$ cat src/rtl/iob_ram_2p_banked_if.sv
// ext_mem_* port set between the iob_ram_2p_asym wrapper (master) and the
// banked two-port RAM (slave).
interface iob_ram_2p_banked_if #(
  parameter int DATA_W = 8,
  parameter int N      = 4,
  parameter int ADDR_W = 4
);
  logic [N-1:0]        ext_mem_w_en;
  logic [ADDR_W-1:0]   ext_mem_w_addr;
  logic [N*DATA_W-1:0] ext_mem_w_data;
  logic                ext_mem_r_en;
  logic [ADDR_W-1:0]   ext_mem_r_addr;
  logic [N*DATA_W-1:0] ext_mem_r_data;

  modport master (
    output ext_mem_w_en, ext_mem_w_addr, ext_mem_w_data,
    output ext_mem_r_en, ext_mem_r_addr,
    input  ext_mem_r_data
  );

  modport slave (
    input  ext_mem_w_en, ext_mem_w_addr, ext_mem_w_data,
    input  ext_mem_r_en, ext_mem_r_addr,
    output ext_mem_r_data
  );
endinterface

$ cat src/rtl/iob_ram_2p_banked.sv
// N-bank two-port RAM (shared write/read address, per-bank write enables, read-first).
// Define IOB_RAM_2P_BANKED_CLEAR_EN to add the post-reset clear sequencer writing INIT_VAL.
module iob_ram_2p_banked #(
  parameter int                DATA_W   = 8,
  parameter int                N        = 4,
  parameter int                ADDR_W   = 4,
  parameter logic [DATA_W-1:0] INIT_VAL = '0
) (
  input  logic                 clk,
  input  logic                 rst,
  iob_ram_2p_banked_if.slave   ext_mem,
  output logic                 init_busy
);
  localparam int                DEPTH     = 2**ADDR_W;
  localparam logic [0:0]        ST_CLEAR  = 1'b0;
  localparam logic [0:0]        ST_READY  = 1'b1;
  localparam logic [ADDR_W-1:0] LAST_ADDR = ADDR_W'(DEPTH-1);

  logic [0:0]          state_r;
  logic [ADDR_W-1:0]   cnt_r;
  logic                init_busy_r;
  logic [N-1:0]        wr_en_s;
  logic [ADDR_W-1:0]   wr_addr_s;
  logic [N*DATA_W-1:0] wr_data_s;
  logic                rd_en_s;
  logic [N*DATA_W-1:0] rd_word_s;
  logic [N*DATA_W-1:0] r_data_r;

`ifdef IOB_RAM_2P_BANKED_CLEAR_EN
  // Clear sequencer: visit every word once after reset, then release user traffic.
  always_ff @(posedge clk) begin
    if (rst) begin
      state_r     <= ST_CLEAR;
      cnt_r       <= '0;
      init_busy_r <= 1'b1;
    end else begin
      case (state_r)
        ST_CLEAR: begin
          cnt_r <= cnt_r + ADDR_W'(1);
          if (cnt_r == LAST_ADDR) begin
            state_r     <= ST_READY;
            init_busy_r <= 1'b0;
          end else begin
            state_r     <= ST_CLEAR;
            init_busy_r <= 1'b1;
          end
        end
        ST_READY: begin
          state_r     <= ST_READY;
          cnt_r       <= cnt_r;
          init_busy_r <= 1'b0;
        end
        default: begin
          state_r     <= ST_CLEAR;
          cnt_r       <= '0;
          init_busy_r <= 1'b1;
        end
      endcase
    end
  end
`else
  assign state_r     = ST_READY;
  assign cnt_r       = '0;
  assign init_busy_r = 1'b0;
`endif

  // Single write port shared by the clear sequencer and the user; rst drops everything.
  always_comb begin
    wr_en_s   = '0;
    wr_addr_s = ext_mem.ext_mem_w_addr;
    wr_data_s = ext_mem.ext_mem_w_data;
    rd_en_s   = 1'b0;
    if (rst) begin
      wr_en_s = '0;
      rd_en_s = 1'b0;
    end else if (state_r == ST_CLEAR) begin
      wr_en_s   = '1;
      wr_addr_s = cnt_r;
      wr_data_s = {N{INIT_VAL}};
      rd_en_s   = 1'b0;
    end else begin
      wr_en_s = ext_mem.ext_mem_w_en;
      rd_en_s = ext_mem.ext_mem_r_en;
    end
  end

  for (genvar k = 0; k < N; k++) begin : g_bank
    logic [DATA_W-1:0] mem_r [DEPTH];

    // Bank storage; contents are deliberately not reset.
    always_ff @(posedge clk) begin
      if (wr_en_s[k]) begin
        mem_r[wr_addr_s] <= wr_data_s[k*DATA_W +: DATA_W];
      end
    end

    assign rd_word_s[k*DATA_W +: DATA_W] = mem_r[ext_mem.ext_mem_r_addr];
  end

  // Output register samples the pre-write contents, giving read-first collisions.
  always_ff @(posedge clk) begin
    if (rst) begin
      r_data_r <= '0;
    end else if (rd_en_s) begin
      r_data_r <= rd_word_s;
    end else begin
      r_data_r <= r_data_r;
    end
  end

  assign ext_mem.ext_mem_r_data = r_data_r;
  assign init_busy              = init_busy_r;
endmodule

$ cat src/flat_wrapper.sv
// flat-port wrapper written by rule: the top's interface ports become plain ports
module iob_ram_2p_banked_flat 
#(
  parameter int                DATA_W   = 8,
  parameter int                N        = 4,
  parameter int                ADDR_W   = 4,
  parameter logic [DATA_W-1:0] INIT_VAL = '0
)
  (clk, rst, init_busy, ext_mem_ext_mem_w_en, ext_mem_ext_mem_w_addr, ext_mem_ext_mem_w_data, ext_mem_ext_mem_r_en, ext_mem_ext_mem_r_addr, ext_mem_ext_mem_r_data);
  iob_ram_2p_banked_if #(.DATA_W(DATA_W), .N(N), .ADDR_W(ADDR_W)) ext_mem_i ();
  input  logic clk;
  input  logic rst;
  output logic init_busy;
  input wire logic [$bits(ext_mem_i.ext_mem_w_en)-1:0] ext_mem_ext_mem_w_en;
  input wire logic [$bits(ext_mem_i.ext_mem_w_addr)-1:0] ext_mem_ext_mem_w_addr;
  input wire logic [$bits(ext_mem_i.ext_mem_w_data)-1:0] ext_mem_ext_mem_w_data;
  input wire logic [$bits(ext_mem_i.ext_mem_r_en)-1:0] ext_mem_ext_mem_r_en;
  input wire logic [$bits(ext_mem_i.ext_mem_r_addr)-1:0] ext_mem_ext_mem_r_addr;
  output wire logic [$bits(ext_mem_i.ext_mem_r_data)-1:0] ext_mem_ext_mem_r_data;
  assign ext_mem_i.ext_mem_w_en = ext_mem_ext_mem_w_en;
  assign ext_mem_i.ext_mem_w_addr = ext_mem_ext_mem_w_addr;
  assign ext_mem_i.ext_mem_w_data = ext_mem_ext_mem_w_data;
  assign ext_mem_i.ext_mem_r_en = ext_mem_ext_mem_r_en;
  assign ext_mem_i.ext_mem_r_addr = ext_mem_ext_mem_r_addr;
  assign ext_mem_ext_mem_r_data = ext_mem_i.ext_mem_r_data;
  iob_ram_2p_banked #(.DATA_W(DATA_W), .N(N), .ADDR_W(ADDR_W), .INIT_VAL(INIT_VAL)) u_core (.clk(clk), .rst(rst), .ext_mem(ext_mem_i), .init_busy(init_busy));
endmodule
$ cat config.mk
export PLATFORM = sky130hd
export DESIGN_NAME = iob_ram_2p_banked_flat
export DESIGN_NICKNAME = d
export VERILOG_FILES = /design/src/rtl/iob_ram_2p_banked_if.sv /design/src/rtl/iob_ram_2p_banked.sv /design/src/flat_wrapper.sv
export SDC_FILE = /design/constraint.sdc
export NUM_CORES = 1
export LEC_CHECK = 0
export BUFFER_PORTS_ARGS = -buffer_cell sky130_fd_sc_hd__buf_2
export CAP_MARGIN = 20
export CORE_ASPECT_RATIO = 1.5
export CORE_UTILIZATION = 60
export DETAILED_ROUTE_END_ITERATION = 6
export PLACE_DENSITY = 0.75
export SETUP_SLACK_MARGIN = 0.02
export SYNTH_ARGS = -nofsm -noshare
export SYNTH_HDL_FRONTEND = slang
export SYNTH_SLANG_ARGS = --single-unit
$ cat constraint.sdc
create_clock -name clk -period 4.1 [get_ports clk]
set_input_delay 0.205 -clock clk [delete_from_list [all_inputs] [get_ports clk]]
set_output_delay 0.205 -clock clk [all_outputs]
set_load 0.01 [all_outputs]
# ---- After elaboration in Yosys (flattened, before gate mapping)
# Memories as Yosys holds them, arrays and structs flattened. A register that Yosys moved wholly into a read port is not among the register bits.
# Cells that the tools add are included.
dict set report op_classes {
  mux 10
}
# operator n
set ops {}
lappend ops {{$mux W1} 9}
lappend ops {{$mux W4} 1}
dict set report totals {
  reg_bits 0
  ramBits 512
  elab_cells 14
  memories 4
}
# name depth word_bits rd rd_clocked_by_memory_dff write_ports line_no
set memory_table {}
lappend memory_table {{u_core.g_bank[0].mem_r} 16 8 1 1 1 iob_ram_2p_banked.sv:88} ;# logic [DATA_W-1:0] mem_r [DEPTH];
lappend memory_table {{u_core.g_bank[1].mem_r} 16 8 1 1 1 iob_ram_2p_banked.sv:88}
lappend memory_table {{u_core.g_bank[2].mem_r} 16 8 1 1 1 iob_ram_2p_banked.sv:88}
lappend memory_table {{u_core.g_bank[3].mem_r} 16 8 1 1 1 iob_ram_2p_banked.sv:88}

# ---- Depth between registers and ports, before layout
# Gate-level depths: netlist of run 1.
dict set report logic_depth {
  depth_word 3
  depth_mapped 7
}

# ---- Worst setup path before layout of run 1
# OpenSTA, ideal clock, no wires.
dict set report synth_timing {
  kind {input-to-reg}
  start {input port rst}
  end {memory u_core.g_bank[2].mem_r[10][0], enable pin}
  setup_ns 0.370
  arrival_ns 1.253
  slack_ns 2.477
  path_stages 5
  path_cell_list {clkbuf_1 > nand2b_1 > clkbuf_1 > clkbuf_1 > nor2_1}
}
dict set report synth_between {
  elab_chain_len 3
}
# element line_no
set synth_lines {}
lappend synth_lines {{start: declaration} flat_wrapper.sv:12} ;# input logic rst;
lappend synth_lines {{$mux W4} iob_ram_2p_banked.sv:73} ;# if (rst) begin
lappend synth_lines {{$mux W1} iob_ram_2p_banked.sv:92} ;# if (wr_en_s[k]) begin
lappend synth_lines {{$mux W1 (implied by the code)} iob_ram_2p_banked.sv:93} ;# mem_r[wr_addr_s] <= wr_data_s[k*DATA_W +: DATA_W];
lappend synth_lines {{end: declaration} iob_ram_2p_banked.sv:88}
# No other way between the ends.

==> flow_summary_export.csv, run 1 <==
group,metric,value,unit
place,hpwl,27600,µm
timing,whs,24.8,ps
setup_path,worstSetupStartpoint,"ext_mem_ext_mem_r_addr[3]",
layout,synthToLayoutAreaGrowth,11.0,%
routing,drt-total-wl,44600,µm
setup_path,crit_fanout,34,
place,gp_congestion,0.844,
layout,final_area,23200,µm²
clock_tree,cts_setup_buffers,0,
clock_tree,cts.sink_count,544,
clock_tree,clock_latency,560,ps
synth,synth_area,20900,µm²
timing,fin_crit,2050,ps
die,core_area,34300,µm²
clock_tree,clkTransAtPathRegs,70,ps
place,placed_area,21700,µm²
synth,synth_compound_area_share,3.63,%
synth,yosysMostFrequentCell,"edfxtp_1",
routing,ant_nets,0,
setup_path,end_kind,"register",
pwr,leakage,8.06,nW
synth,synthSimpleGateAreaFrac,4.89,%
synth,synth-main-ff-cell,"edfxtp_1",
pwr,p_per_area,480,nW/µm²
timing,drv_slew,0,
global_route,grt_max_degree,76,
setup_path,worstPathArrival,2490,ps
job,max_cap_violations,0,
synth,synthTopCellsByArea,"edfxtp_1, mux2i_1, dfxtp_1",
timing,setup_tns,0,ps
routing,drc,0,
synth,synthAdderAreaFrac,0,%
place,place_ws,1560,ps
clock_tree,cts_hold_buf,0,
timing,max_freq,0.488,GHz
timing,rsz0062_at_grt,"no",
layout,drive_gt1_share,15.4,%
die,dieHeight,231,µm
clock_tree,cts_tree,"done",
routing,drtIter0Drc,1148,
synth,yosys-top-cells-count,"edfxtp_1, mux2i_1, nand3_1",
place,io_buffer_count,78,
pwr,vdd_ir_drop_max,444,µV
routing,dr_total_vias,10928,
global_route,grt_pass1_wl,66800,µm
synth,syn_inst,1197,
die,die_area,35600,µm²
layout,num_antenna_cells,0,
synth,ys_ff_latch,544,
synth,synthesis.nets,1244,
hold_path,hold_class,"in -> reg",
clock_tree,clockBufferDepth,3,
synth,seq_area_frac_synth,76.6,%
synth,ys_async_sr_fraction,0,%
layout,fillers,2233,
clock_tree,root_buffer,"clkbuf_16",
setup_path,cp-start-kind,"input port",
routing,avgViaCountPerCell,6.33,
die,fp-row-count,83,
die,start_util,61.0,%
global_route,grt_pass1_vias,11204,
timing,finalClockSkew,9.02,ps
timing,setup_viol,0,
setup_path,path_class,"in -> reg",
clock_tree,h-tree-depth,2,
clock_tree,cts.repair.resized,0,
die,die_w,154,µm
setup_path,r2r-start,"u_core.g_bank[1].mem_r[14][4]",
outcome,status,"completed",
synth,yosysTopAreaCellShare,73.6,%
synth,synth_edf_count,512,
synth,synthMuxAreaShare,13.3,%
layout,multiInputGateArea,4600,µm²
pwr,finalPower,11.1,mW
hold_path,min-delay-start,"ext_mem_ext_mem_w_data[9]",
synth,ys_warn_count,0,
clock_tree,cts_buffers,47,
timing,finalHoldViolCount,0,
layout,seqCellArea,16000,µm²
synth,synth_top_area_cell,"edfxtp_1",
synth,synth_top_family_by_area,"multiplexers",
synth,synth-xor-area-share,0,%
synth,postSynthAreaPerCell,17.5,µm²
global_route,antenna_found_initial,0,
synth,synth_cell_types,24,
routing,wire_per_inst,25.8,µm
die,io-pin-count,80,
global_route,overflow,0,
global_route,grt_use_total,25.9,%
timing,slew_headroom,22.5,%
timing,post-route-period-util,50.0,%
layout,nets,1311,
setup_path,required,4540,ps
timing,worst_slack,2050,ps
timing,worst_pin_slew,1160,ps
routing,firstDrtPassIters,5,
[cell families after synthesis]
kind of cell | after synthesis
mux | 242
buf+inv | 72
other cells | 1
simple gates | 231
compound gates | 107
flops | 544
[flip-flops by register name (all words and copies together) (netlist names)]
register,count
u_core.ext_mem.ext_mem_r_data,32
u_core.g_bank.mem_r,512
[path summary, 6_finish.rpt]
kind	end	slack [ps]	depth (start not counted)
min reg2reg	u_core.ext_mem.ext_mem_r_data[28]	460	2
max	u_core.ext_mem.ext_mem_r_data[19]	2050	6
max reg2reg	u_core.ext_mem.ext_mem_r_data[12]	2470	4
min	u_core.g_bank[1].mem_r[13][1]	20	1
[worst max-delay path: stages]
cell and delay [ps]:
buf_2 680, nor2b_4 600, buf_4 510, a22oi_1 190, nand3_1 140, nand3_1 90
[stage by stage]
stage | std cells | util (%)
3_3_place_gp | 1639 | 63.2
4_1_cts | 1726 | 67.6
5_1_grt | 1727 | 67.7
6_report | 1727 | 67.7
3_5_place_dp | 1639 | 63.2
2_1_floorplan | 1197 | -
[final cells by class]
class                           count  share of cell area, %
Tap cell                          425                   2.29
Clock inverter                     29                   1.13
Clock buffer                       58                   5.43
Sequential cell                   544                   69.1
Multi-Input combinational cell    581                   19.8
Timing Repair Buffer               90                   2.25
[placed cells by master, fill, tap and decap left out, types with 2 or more instances in the layout]
master / Yosys / layout
a21oi_1: 25 / 25
a221o_1: 7 / 7
a22oi_1: 75 / 75
buf_12: 0 / 2
buf_2: 27 / 77
buf_4: 3 / 9
bufinv_16: 0 / 5
clkbuf_1: 41 / 9
clkbuf_16: 0 / 49
clkinv_1: 0 / 10
clkinv_2: 0 / 13
dfxtp_1: 32 / 32
edfxtp_1: 512 / 512
mux2_2: 7 / 7
mux2i_1: 207 / 207
mux4_2: 28 / 28
nand2_1: 59 / 59
nand2b_1: 4 / 4
nand3_1: 81 / 81
nor2_1: 75 / 73
nor2_4: 0 / 2
nor2b_1: 6 / 4
nor2b_4: 0 / 2
[routing by layer]
metal | track usage [%] | up-vias | wire length, µm
met5 | 0 | - | 0
met1 | 32.3 | 5514 | 16700
met3 | 4.56 | 90 | 3310
li1 | - | 4826 | -
met2 | 45.2 | 498 | 23300
met4 | 9.99 | 0 | 1330
[where the power goes]
part	switching, mW	internal [mW]
logic	0.357	0.194
clock network	1.88	2.50
registers	0.0365	6.16
No activity file was read; power rests on OpenSTA's default activity.
==> inputs of run 2 (changes only) <==
- clock period: 4.1 -> 1.95 ns (I/O delays scaled with it)
==> flow_summary_export.csv, run 2 (synthesis gave the netlist of run 1 again) <==
group,metric,value,unit
layout,largest_reg_flops,512,
global_route,grt_max_degree,51,
timing,finalClockSkew,11.4,ps
pwr,leakage,8.64,nW
layout,fin_util,70.7,%
setup_path,r2r-start,"u_core.g_bank[0].mem_r[1][6]",
clock_tree,cts.sink_count,544,
hold_path,hold_class,"in -> reg",
global_route,grt_pass1_vias,11656,
outcome,status,"completed",
pwr,p_per_area,968,nW/µm²
place,place_inst,1715,
routing,dr_total_vias,11264,
clock_tree,root_buffer,"clkbuf_16",
clock_tree,clkTransAtPathRegs,70,ps
die,fp-row-count,83,
clock_tree,cts_tree,"done",
pwr,vdd_ir_drop_max,902,µV
pwr,pwr-share-comb,5.6,%
layout,drive_gt1_share,19.2,%
die,core_area,34300,µm²
die,die_area,35600,µm²
setup_path,reg2reg_depth,3,
die,start_util,61.0,%
global_route,overflow,0,
global_route,antenna_found_initial,0,
routing,firstDrtPassIters,5,
pwr,seqPwrFrac,55.5,%
pwr,switching_share,20.3,%
layout,final_cells,1834,
pwr,finalPower,23.5,mW
place,gp_congestion,0.791,
clock_tree,cts.repair.resized,0,
setup_path,path_class,"reg -> reg",
clock_tree,cts_buffers,47,
timing,finalHoldViolCount,0,
clock_tree,cts_setup_buffers,0,
clock_tree,clock_latency,560,ps
hold_path,min-delay-start,"rst",
setup_path,cp-start-kind,"register",
timing,max_freq,0.639,GHz
routing,drtIter0Drc,966,
place,hpwl,28400,µm
setup_path,path_delay_family,"multiplexers",
setup_path,critPathBufInv,0,
setup_path,slowest_stage,"mux4_2",
die,dieHeight,231,µm
layout,nets,1419,
routing,drc,0,
timing,setup_viol,0,
pwr,power_frac_clock,38.9,%
routing,ant_nets,0,
layout,layout_common_cells,"edfxtp_1, mux2i_1, nand3_1",
layout,num_antenna_cells,0,
hold_path,hold_path_depth,4,
global_route,grt_pass1_wl,68000,µm
timing,rsz0062_at_grt,"no",
setup_path,reg2reg_setup_slack,380,ps
layout,top_register,"u_core.g_bank.mem_r",
setup_path,worstPathArrival,2010,ps
layout,final_common_cell,"edfxtp_1",
setup_path,r2r-end,"u_core.ext_mem.ext_mem_r_data[6]",
die,io-pin-count,80,
setup_path,crit_fanout,1,
job,max_cap_violations,0,
clock_tree,h-tree-depth,2,
pwr,p_sw,4.76,mW
setup_path,end_kind,"register",
setup_path,required,2400,ps
timing,drv_slew,0,
routing,drt-total-wl,45600,µm
timing,slew_headroom,58.0,%
routing,wire_per_inst,24.8,µm
die,die_w,154,µm
global_route,grt_use_total,26.2,%
timing,fin_crit,1570,ps
pwr,p_int,18.7,mW
timing,post-route-period-util,80.3,%
place,io_buffer_count,78,
clock_tree,clockBufferDepth,3,
routing,avgViaCountPerCell,6.14,
hold_path,hold_end,"u_core.ext_mem.ext_mem_r_data[9]",
layout,synthToLayoutAreaGrowth,16.0,%
setup_path,crit_path_cell_trace,"mux4_2 -> mux2_2 -> a221o_1",
timing,worst_pin_slew,630,ps
clock_tree,cts_hold_buf,33,
setup_path,max_stage_delay,460,ps
timing,setup_tns,0,ps
==> run 2: worst max path at each step <==
stage                                       start  cells past startpoint                                end  slack (ps)
floorplan                                     rst                      5      u_core.g_bank[2].mem_r[10][0]         430
global placement        ext_mem_ext_mem_r_addr[2]                      5   u_core.ext_mem.ext_mem_r_data[4]         320
detailed placement      ext_mem_ext_mem_r_addr[2]                      5  u_core.ext_mem.ext_mem_r_data[12]         280
CTS                 u_core.g_bank[0].mem_r[15][6]                      3   u_core.ext_mem.ext_mem_r_data[6]         380
global route        u_core.g_bank[0].mem_r[15][6]                      3   u_core.ext_mem.ext_mem_r_data[6]         350
finish               u_core.g_bank[0].mem_r[1][6]                      3   u_core.ext_mem.ext_mem_r_data[6]         380
==> run 2: power groups by stage <==
stage	clock (mW)	combinational [mW]	sequential (mW)
2_1_floorplan	0	0.657	13.3
6_report	9.14	1.30	13.0
3_5_place_dp	0	1.25	13.3
5_1_grt	9.66	1.39	13.0
3_3_place_gp	0	1.21	13.3
4_1_cts	9.23	1.31	13.0
==> run 2: area by class of cell <==
| cell class | instances | area [µm²] |
|---|---|---|
| multi-input combinational | 581 | 4600 |
| clock inverter | 19 | 190 |
| sequential | 544 | 16000 |
| timing repair buffer | 198 | 1580 |
| tap | 425 | 532 |
| clock buffer | 67 | 1320 |
| fill | 2115 | 10000 |
==> run 2: metrics by stage <==
step	hold WS [ps]	cell area, µm²	setup slack (ps)
after global placement	433	22400	320
final	122	24200	384
after detailed placement	437	22400	283
after CTS	94.3	24200	377
after global routing	124	24200	346
after floorplan	196	20900	435
==> run 2: layer usage <==
metal	vias up	GRT usage, %	routed length, µm
li1	5039	-	-
met1	5721	32.2	17200
met2	422	47.0	24300
met3	82	4.13	2870
met4	0	9.22	1140
met5	-	0	0
==> run 2: worst min-delay path, stage by stage <==
cell	delay, ps
buf_2	250
nor2_4	150
nand2_1	80
nand3_1	50
==> inputs of run 3 (changes only) <==
- CORE_UTILIZATION: 60 -> 55
- PLACE_DENSITY: 0.75 -> 0.72
- clock period: 1.95 -> 1.39 ns (I/O delays scaled with it)
==> flow_summary_export.csv, run 3 (synthesis gave the netlist of run 1 again) <==
group,metric,value,unit
outcome,status,"complete, but fails checks",
outcome,violations,"setup timing",
routing,wire_per_inst,23.8,µm
timing,max_freq,0.646,GHz
place,hpwl,29100,µm
clock_tree,cts_buffers,47,
timing,whs,60.3,ps
place,io_buffer_count,78,
setup_path,cp-start-kind,"register",
global_route,grt_pass1_wl,69100,µm
place,place_inst,1822,
routing,drt-total-wl,46100,µm
global_route,overflow,0,
setup_path,end_kind,"register",
global_route,antenna_found_initial,1,
layout,final_common_cell,"edfxtp_1",
clock_tree,cts_tree,"done",
timing,drv_slew,0,
die,die_w,161,µm
global_route,grt_use_total,24.3,%
clock_tree,cts.sink_count,544,
routing,avgViaCountPerCell,5.91,
place,place_ws,-228,ps
die,start_util,55.6,%
clock_tree,h-tree-depth,2,
pwr,leakage,8.95,nW
die,fp-row-count,87,
routing,drtIter0Drc,1041,
routing,drc,0,
layout,top_register,"u_core.g_bank.mem_r",
die,die_area,38800,µm²
clock_tree,clock_latency,570,ps
layout,synthToLayoutAreaGrowth,19.1,%
routing,firstDrtPassIters,6,
timing,post-route-period-util,111,%
setup_path,required,1850,ps
die,core_area,37600,µm²
pwr,p_per_area,1340,nW/µm²
hold_path,hold_class,"in -> reg",
timing,fin_crit,1550,ps
layout,largest_reg_flops,512,
clock_tree,clkTransAtPathRegs,70,ps
layout,fillers,2484,
layout,num_antenna_cells,0,
setup_path,crit_fanout,1,
place,gp_congestion,0.832,
setup_path,path_class,"reg -> reg",
clock_tree,clockBufferDepth,3,
timing,setup_tns,-897,ps
routing,ant_nets,0,
routing,dr_total_vias,11461,
clock_tree,root_buffer,"clkbuf_16",
die,dieHeight,241,µm
timing,finalHoldViolCount,0,
global_route,grt_pass1_vias,11831,
timing,worst_slack,-158,ps
layout,final_area,24900,µm²
job,max_cap_violations,0,
global_route,grt_max_degree,40,
layout,nets,1461,
pwr,vdd_ir_drop_max,1120,µV
layout,layout_common_cells,"edfxtp_1, mux2i_1, buf_4",
place,placed_area,23000,µm²
timing,finalClockSkew,15.7,ps
layout,final_cells,1939,
timing,setup_viol,7,
layout,drive_gt1_share,22.4,%
setup_path,worstPathArrival,2010,ps
die,io-pin-count,80,
clock_tree,cts_setup_buffers,0,
timing,rsz0062_at_grt,"yes",
[run 3: final cells by class]
class / instances / area, µm² / share of cell area [%]
timing repair buffer: 240 / 2070 / 8.33
tap: 489 / 612 / 2.46
clock inverter: 22 / 230 / 0.925
clock buffer: 63 / 1330 / 5.34
sequential: 544 / 16000 / 64.4
multi-input combinational: 581 / 4620 / 18.6
[run 3: worst max-delay path, cell delays in order, from the launching register on]
cell and delay, ps:
edfxtp_1 380, mux4_2 470, mux2_4 280, a221o_1 310
[run 3: layer usage]
layer | GRT usage, % | vias up | wire length, µm
met1 | 30.6 | 5813 | 18100
li1 | - | 5126 | -
met3 | 3.39 | 106 | 2700
met4 | 9.52 | 2 | 1480
met2 | 42.7 | 414 | 23900
met5 | 0 | - | 8
[run 3: repair_timing]
item | 4_1_cts | 5_1_grt
gates resized for setup | 4 | 0
pin swaps | 0 | 0
endpoints found under the hold margin | 512 | 0
endpoints found under the setup margin | 7 | 7
hold buffers | 32 | 0
[run 3: final timing paths]
| check | start | end | slack (ps) | depth (start not counted) |
|---|---|---|---|---|
| max reg2reg | u_core.g_bank[0].mem_r[9][6] | u_core.ext_mem.ext_mem_r_data[6] | -160 | 3 |
| min | ext_mem_ext_mem_r_addr[0] | u_core.ext_mem.ext_mem_r_data[7] | 60 | 5 |
| max | u_core.g_bank[0].mem_r[9][6] | u_core.ext_mem.ext_mem_r_data[6] | -160 | 3 |
| min reg2reg | u_core.ext_mem.ext_mem_r_data[27] | u_core.ext_mem.ext_mem_r_data[27] | 450 | 2 |
[run 3: power breakdown]
part | switching [mW] | internal [mW] | leakage (nW)
registers | 0.105 | 18.2 | 4.88
clock network | 5.54 | 7.62 | 0.778
logic | 1.12 | 0.840 | 3.30
total | 6.77 | 26.6 | 8.95
[run 3: metrics by stage]
stage | power, mW | util, %
detailed placement | 20.5 | 61.2
global placement | 20.4 | 61.2
global route | 34.3 | 66.3
floorplan | 19.6 | -
CTS | 33.6 | 66.3
finish | 33.4 | 66.3
